File: config.mk
export PLATFORM = sky130hd
export DESIGN_NAME = bitseq_recorder
export DESIGN_NICKNAME = d
export VERILOG_FILES = /design/src/rtl/bitseq_pkg.sv /design/src/rtl/bitseq_sync2.sv /design/src/rtl/bitseq_recorder.sv
export SDC_FILE = /design/constraint.sdc
export NUM_CORES = 1
export LEC_CHECK = 0
export CAP_MARGIN = 20
export CORE_UTILIZATION = 50
export DETAILED_ROUTE_END_ITERATION = 8
export DONT_BUFFER_PORTS = 1
export HOLD_SLACK_MARGIN = 0.06
export PLACE_DENSITY = 0.68
export SLEW_MARGIN = 20
export SYNTH_ARGS = -nofsm -noshare
export SYNTH_HDL_FRONTEND = slang
export SYNTH_SLANG_ARGS = --single-unit
File: constraint.sdc
create_clock -name clk -period 4.3 [get_ports clk]
set_input_delay 1.29 -clock clk [delete_from_list [all_inputs] [get_ports clk]]
set_output_delay 1.29 -clock clk [all_outputs]
set_load 0.02 [all_outputs]
File: src/rtl/bitseq_pkg.sv
// bitseq_pkg: shared types and constants for the 1-bit sequence recorder.
//   state_t    : recorder FSM states
//   TRIG_*     : edge-trigger mode codes (used when BITSEQ_REC_EDGE_TRIG_EN is defined)
//   DEFAULT_AW : default address width (depth = 2**AW bits)
//   edge_hit() : edge qualifier for the ARM state
package bitseq_pkg;
    localparam int DEFAULT_AW = 8;

    typedef enum logic [2:0] {
        ST_IDLE    = 3'd0,
        ST_DELAY   = 3'd1,
        ST_ARM     = 3'd2,
        ST_CAPTURE = 3'd3,
        ST_DONE    = 3'd4
    } state_t;

    localparam logic [1:0] TRIG_NONE = 2'd0;
    localparam logic [1:0] TRIG_RISE = 2'd1;
    localparam logic [1:0] TRIG_FALL = 2'd2;
    localparam logic [1:0] TRIG_ANY  = 2'd3;

    // TRIG_NONE always qualifies so ARM is crossed in a single clock.
    function automatic logic edge_hit(input logic [1:0] mode, input logic cur, input logic prev);
        return mode == TRIG_NONE ? 1'b1 :
               mode == TRIG_RISE ? (cur & ~prev) :
               mode == TRIG_FALL ? (~cur & prev) : (cur ^ prev);
    endfunction
endpackage

File: src/rtl/bitseq_sync2.sv
// bitseq_sync2: two-flop synchronizer, both stages cleared by async reset.
//   clk, rst_n : clock, asynchronous active-low reset
//   d_i        : asynchronous input
//   q_o        : synchronized output, 2 clocks behind d_i
module bitseq_sync2 (
    input  logic clk,
    input  logic rst_n,
    input  logic d_i,
    output logic q_o
);
    logic meta_q;

    always_ff @(posedge clk or negedge rst_n) begin
        if (!rst_n) begin
            meta_q <= 1'b0;
            q_o    <= 1'b0;
        end else begin
            meta_q <= d_i;
            q_o    <= meta_q;
        end
    end
endmodule

File: src/rtl/bitseq_recorder.sv
// bitseq_recorder: single-channel 1-bit sequence capture into a 2**AW-bit LUTRAM.
//   clk, rst_n            : clock, asynchronous active-low reset
//   start_trig            : arm pulse, honoured in IDLE or DONE only
//   stop                  : synchronous abort back to IDLE
//   len                   : bits to capture (0..2**AW, larger values clamp)
//   rate_div              : sample period = rate_div+1 clocks
//   phase_off             : clocks of delay before capture
//   trig_mode             : edge trigger select (only with BITSEQ_REC_EDGE_TRIG_EN)
//   io_in                 : asynchronous channel pin
//   rd_addr / rd_bit      : combinational host read port
//   capturing, done       : registered state decodes
//   cap_cnt               : bits written in the current/last capture
// Optional feature macro: BITSEQ_REC_EDGE_TRIG_EN adds the ARM state and trig_mode.
module bitseq_recorder
    import bitseq_pkg::*;
#(
    parameter int AW = DEFAULT_AW
) (
    input  logic          clk,
    input  logic          rst_n,
    input  logic          start_trig,
    input  logic          stop,
    input  logic [AW:0]   len,
    input  logic [31:0]   rate_div,
    input  logic [31:0]   phase_off,
`ifdef BITSEQ_REC_EDGE_TRIG_EN
    input  logic [1:0]    trig_mode,
`endif
    input  logic          io_in,
    input  logic [AW-1:0] rd_addr,
    output logic          rd_bit,
    output logic          capturing,
    output logic          done,
    output logic [AW:0]   cap_cnt
);
    localparam logic [AW:0] DEPTH = {1'b1, {AW{1'b0}}};

    logic          s_in;
    state_t        state_q, state_d;
    logic [31:0]   phs_q, div_q;
    logic [AW:0]   wr_q, cap_q, len_c;
    logic          capturing_q, done_q;
    logic          restart, div_hit, we, last;
    logic          mem [2**AW];

    bitseq_sync2 u_sync (.clk(clk), .rst_n(rst_n), .d_i(io_in), .q_o(s_in));

`ifdef BITSEQ_REC_EDGE_TRIG_EN
    logic prev_q;
    always_ff @(posedge clk or negedge rst_n) begin
        if (!rst_n) prev_q <= 1'b0;
        else        prev_q <= s_in;
    end
`endif

    always_comb begin
        len_c   = len > DEPTH ? DEPTH : len;
        restart = start_trig && (state_q == ST_IDLE || state_q == ST_DONE);
        div_hit = div_q == rate_div;
        we      = !stop && state_q == ST_CAPTURE && div_hit;
        last    = wr_q == len_c - (AW+1)'(1);
        state_d = state_q;
        if (restart)
            state_d = len == '0 ? ST_DONE : ST_DELAY;
        else if (stop)
            state_d = ST_IDLE;
        else if (state_q == ST_DELAY && phs_q == '0)
`ifdef BITSEQ_REC_EDGE_TRIG_EN
            state_d = ST_ARM;
        else if (state_q == ST_ARM && edge_hit(trig_mode, s_in, prev_q))
`endif
            state_d = ST_CAPTURE;
        else if (we && last)
            state_d = ST_DONE;
    end

    always_ff @(posedge clk or negedge rst_n) begin
        if (!rst_n) begin
            state_q     <= ST_IDLE;
            phs_q       <= '0;
            div_q       <= '0;
            wr_q        <= '0;
            cap_q       <= '0;
            capturing_q <= 1'b0;
            done_q      <= 1'b0;
        end else begin
            state_q     <= state_d;
            capturing_q <= state_d inside {ST_DELAY, ST_ARM, ST_CAPTURE};
            done_q      <= state_d == ST_DONE;
            if (restart) begin
                phs_q <= phase_off;
                div_q <= '0;
                wr_q  <= '0;
                cap_q <= '0;
            end else if (!stop) begin
                if (state_q == ST_DELAY && phs_q != '0)
                    phs_q <= phs_q - 32'd1;
                // Preloading div_cnt makes the first write land on the clock after the edge.
                if (state_q == ST_ARM)
                    div_q <= rate_div;
                if (state_q == ST_CAPTURE) begin
                    div_q <= div_hit ? '0 : div_q + 32'd1;
                    if (div_hit) begin
                        wr_q  <= wr_q + (AW+1)'(1);
                        cap_q <= cap_q + (AW+1)'(1);
                    end
                end
            end
        end
    end

    // Kept free of reset so it maps onto distributed RAM.
    always_ff @(posedge clk) begin
        if (we) mem[wr_q[AW-1:0]] <= s_in;
    end

    assign rd_bit    = mem[rd_addr];
    assign capturing = capturing_q;
    assign done      = done_q;
    assign cap_cnt   = cap_q;
endmodule

==> flow_summary_export.csv, run 1 <==
group,metric,value,unit
final_layout,fillerInstances,2781,
drt,drt_iter0_markers,1141,
synth,synth_top_family_by_area,"simple AND/OR/NAND/NOR gates",
die,fp-row-count,67,
critical_path,required,3.01,ns
final_layout,finalNetCount,1560,
synth,synth-edff-count,256,
critical_path,worstRegToRegCells,7,
critical_path,rr_endpoint,"mem[226]",
clocking,htreeDepth,2,
final_layout,finalCoreUtilization,0.563,
critical_path,crit_start,"rd_addr[0]",
final_layout,final_cells,1944,
drt,routed.top_layer,"met4",
critical_path,crit_chain,"mux4_2 -> mux4_2 -> mux2i_1 -> nor2_1 -> o21ai_2 -> a22oi_2 -> buf_6",
die,die_height,188,um
drt,wl_met3,3580,um
drt,ant_nets,0,
die,dieWidth,188,um
critical_path,cp-end-kind,"output port",
synth,synth_compound_area_frac,0.0841,
synth,synth_cell_types,75,
synth,syn-num-nets,1594,
critical_path,critPathCapture,"rd_bit",
sta,rsz0062_at_grt,"yes",
sta,worst_slew_pin_slew,1.07,ns
sta,finalCriticalPeriod,4.31,ns
final_layout,regArea,9920,sq um
synth,synth_xor_area_frac,0.0374,
sta,final.setup.tns,-0.0125,ns
sta,hold_violations,0,
grt,grt_antenna_before_repair,0,
grt,grt_pass1_wl,64600,um
run_status,violations,"negative setup slack",
run_status,status,"finished, violations left",
synth,mappedNetlistArea,17300,sq um
grt,grt_overflow,0,
synth,synthAdderAreaFrac,0.00577,
placement,dp_slack,-0.192,ns
drt,avgRoutedWirePerCell,20.9,um
critical_path,slowest_delay,0.51,ns
synth,yosysWarnings,0,
critical_path,crit_family,"multiplexers",
final_layout,area.growth.synth_to_final,9.64,%
power_and_ir_drop,ir_drop,0.539,mV
critical_path,startpoint_type,"input port",
power_and_ir_drop,leakage,0.00633,uW
drt,vias,11800,
synth,ys_async_sr_fraction,0.258,
critical_path,cp_slowest_cell,"mux4_2",
drt,wl_met1,17000,um
critical_path,arrival,3.02,ns
synth,synth_seq_cells,345,
sta,fin_skew,0.0124,ns
synth,synthMuxAreaShare,0.0935,
clocking,path_clk_slew,0.06,ns
worst_hold_path,hp-class,"reg -> reg",
clocking,clockRootBuffer,"clkbuf_16",
die,die_area,35400,sq um
drt,viasPerCell,6.07,
synth,synthTopCellsByCount,"nor2_1 (326), edfxtp_1 (256), dfrtp_1 (89)",
job,maxCapViolations,0,
critical_path,crit_cells,7,
clocking,cts_tree,"yes",
grt,track_usage,0.233,
critical_path,cp_num_buf_inv,1,
die,initial_utilization,0.513,
clocking,cts_buffers,40,
synth,synthFlopType,"edfxtp_1",
die,io_pins,98,
drt,drt_wl_total,40600,um
synth,synthTopCellsByArea,"edfxtp_1 (44%), dfrtp_1 (13%), nor2_1 (7.1%), mux4_2 (5.5%), mux2i_1 (3.7%)",
critical_path,critPathKind,"in -> out",
drt,drcViolationCount,0,
synth,synth_simple_gate_area_frac,0.174,
synth,yosysTopAreaCellShare,0.443,
clocking,insertion_delay,0.53,ns
sta,drv_slew,0,
clocking,clkSinkCount,345,
critical_path,crit_top_cell,"mux4_2",
placement,port_buffers,0,
sta,fmax,232,MHz
synth,avgSynthCellArea,11.6,sq um
synth,netlist_instances,1500,
synth,netlist.top_cell.by_area,"edfxtp_1",
critical_path,rr_startpoint,"div_q[10]",
power_and_ir_drop,p_per_area,392,nW/um^2
critical_path,crit_fanout,56,
drt,wl_met2,19100,um
placement,gp_congestion,0.794,
placement,dp_hpwl,24800,um
grt,grt_pass1_vias,11700,
synth,yosysMostFrequentCell,"nor2_1",
die,core_area,33800,sq um
drt,first_pass_iters,5,
synth,ys_seq_area_frac,0.572,
clocking,cts_buffer_depth,3,
grt,grt_max_degree,104,
critical_path,r2r_slack,1.30,ns
final_layout,multi_input_area,6910,sq um
sta,maxSlewHeadroom,0.279,
final_layout,layout-drive-gt1-share,0.112,
power_and_ir_drop,finalPower,7440,uW
sta,finalWorstSetupSlack,-0.0125,ns
final_layout,antenna_cells,0,
sta,setup_viol,1,
sta,fin_crit_sh,1.00,
placement,place_inst,1873,
==> placed cells by master, fill, tap and decap left out, types with 35 or more instances in the layout <==
master,Yosys,final
nor2_1,326,326
mux4_2,42,42
xnor2_1,48,48
dfrtp_1,89,88
edfxtp_1,256,256
nand2_1,79,78
mux2i_1,64,63
nand4_1,43,43
o21ai_0,36,35
clkbuf_16,0,41
==> layer usage <==
| layer | vias up | GRT usage |
|---|---|---|
| met5 | - | 0 |
| met3 | 59 | 0.0432 |
| met2 | 448 | 0.376 |
| met1 | 5814 | 0.325 |
| li1 | 5488 | - |
| met4 | 0 | 0.0629 |
==> worst register-to-register path, cell delays in order (launching register included) <==
cell and delay (ns):
dfrtp_1 0.42, xnor2_1 0.29, nand4_1 0.23, nor4_4 0.50
and2_1 0.35, buf_12 0.23, nand4_4 0.41, nor2_1 0.29
==> worst min-delay path by stage <==
stage / start / end / slack (ns) / cells past startpoint
after CTS: u_sync.meta_q / u_sync.q_o / 0.35 / 0
after floorplan: u_sync.meta_q / u_sync.q_o / 0.33 / 0
after global placement: u_sync.meta_q / u_sync.q_o / 0.34 / 0
after detailed placement: u_sync.meta_q / u_sync.q_o / 0.34 / 0
final: u_sync.meta_q / u_sync.q_o / 0.35 / 0
after global routing: u_sync.meta_q / u_sync.q_o / 0.36 / 0
==> state kept, by name (all words and copies together) (netlist names) <==
register and count:
u_sync.meta_q 1, div_q 32, capturing 1, done 1, phs_q 32, wr_q 9
u_sync.q_o 1, state_q 3, mem 256, cap_cnt 9
==> cells by family after synthesis <==
group | Yosys count
AND/OR/NAND/NOR | 614
flip-flops | 345
AO/OA/AOI/OAI | 211
buffers and inverters | 139
multiplexers | 109
XOR/XNOR | 74
adder cells (fa/ha/maj) | 8
==> layout make-up <==
type | instances | share of cell area
Sequential cell | 345 | 0.522
Clock buffer | 49 | 0.0556
Inverter | 30 | 0.00592
Multi-Input combinational cell | 1016 | 0.363
Tap cell | 448 | 0.0295
Timing Repair Buffer | 33 | 0.0139
Clock inverter | 23 | 0.00994
==> what timing repair did <==
action,4_1_cts,5_1_grt
hold buffers,0,0
resized for setup,2,9
pin swaps,4,5
buffers inserted,0,0
endpoints found under the setup margin,1,1
==> stage by stage <==
step / hold WS (ns) / area, sq um
floorplan: 0.331 / 17400
global placement: 0.336 / 17700
detailed placement: 0.336 / 17700
CTS: 0.350 / 19000
global route: 0.358 / 19000
finish: 0.349 / 19000
==> report_power, final <==
| part | internal [uW] | switching (uW) |
|---|---|---|
| Sequential | 3660 | 87.7 |
| Combinational | 211 | 241 |
| Clock | 1920 | 1320 |
| Total | 5790 | 1650 |
Note: power is estimated with default switching activity, not from simulation.
==> run 2: changes to the inputs <==
--- a/config.mk
+++ b/config.mk
@@ -5,6 +5,7 @@
 export SDC_FILE = /design/constraint.sdc
 export NUM_CORES = 1
 export LEC_CHECK = 0
+export ABC_CLOCK_PERIOD_IN_PS = 4300
 export CAP_MARGIN = 20
 export CORE_UTILIZATION = 50
 export DETAILED_ROUTE_END_ITERATION = 8
==> results of run 2 <==
No change in the layout: final DEF, timing and power equal those of run 1.
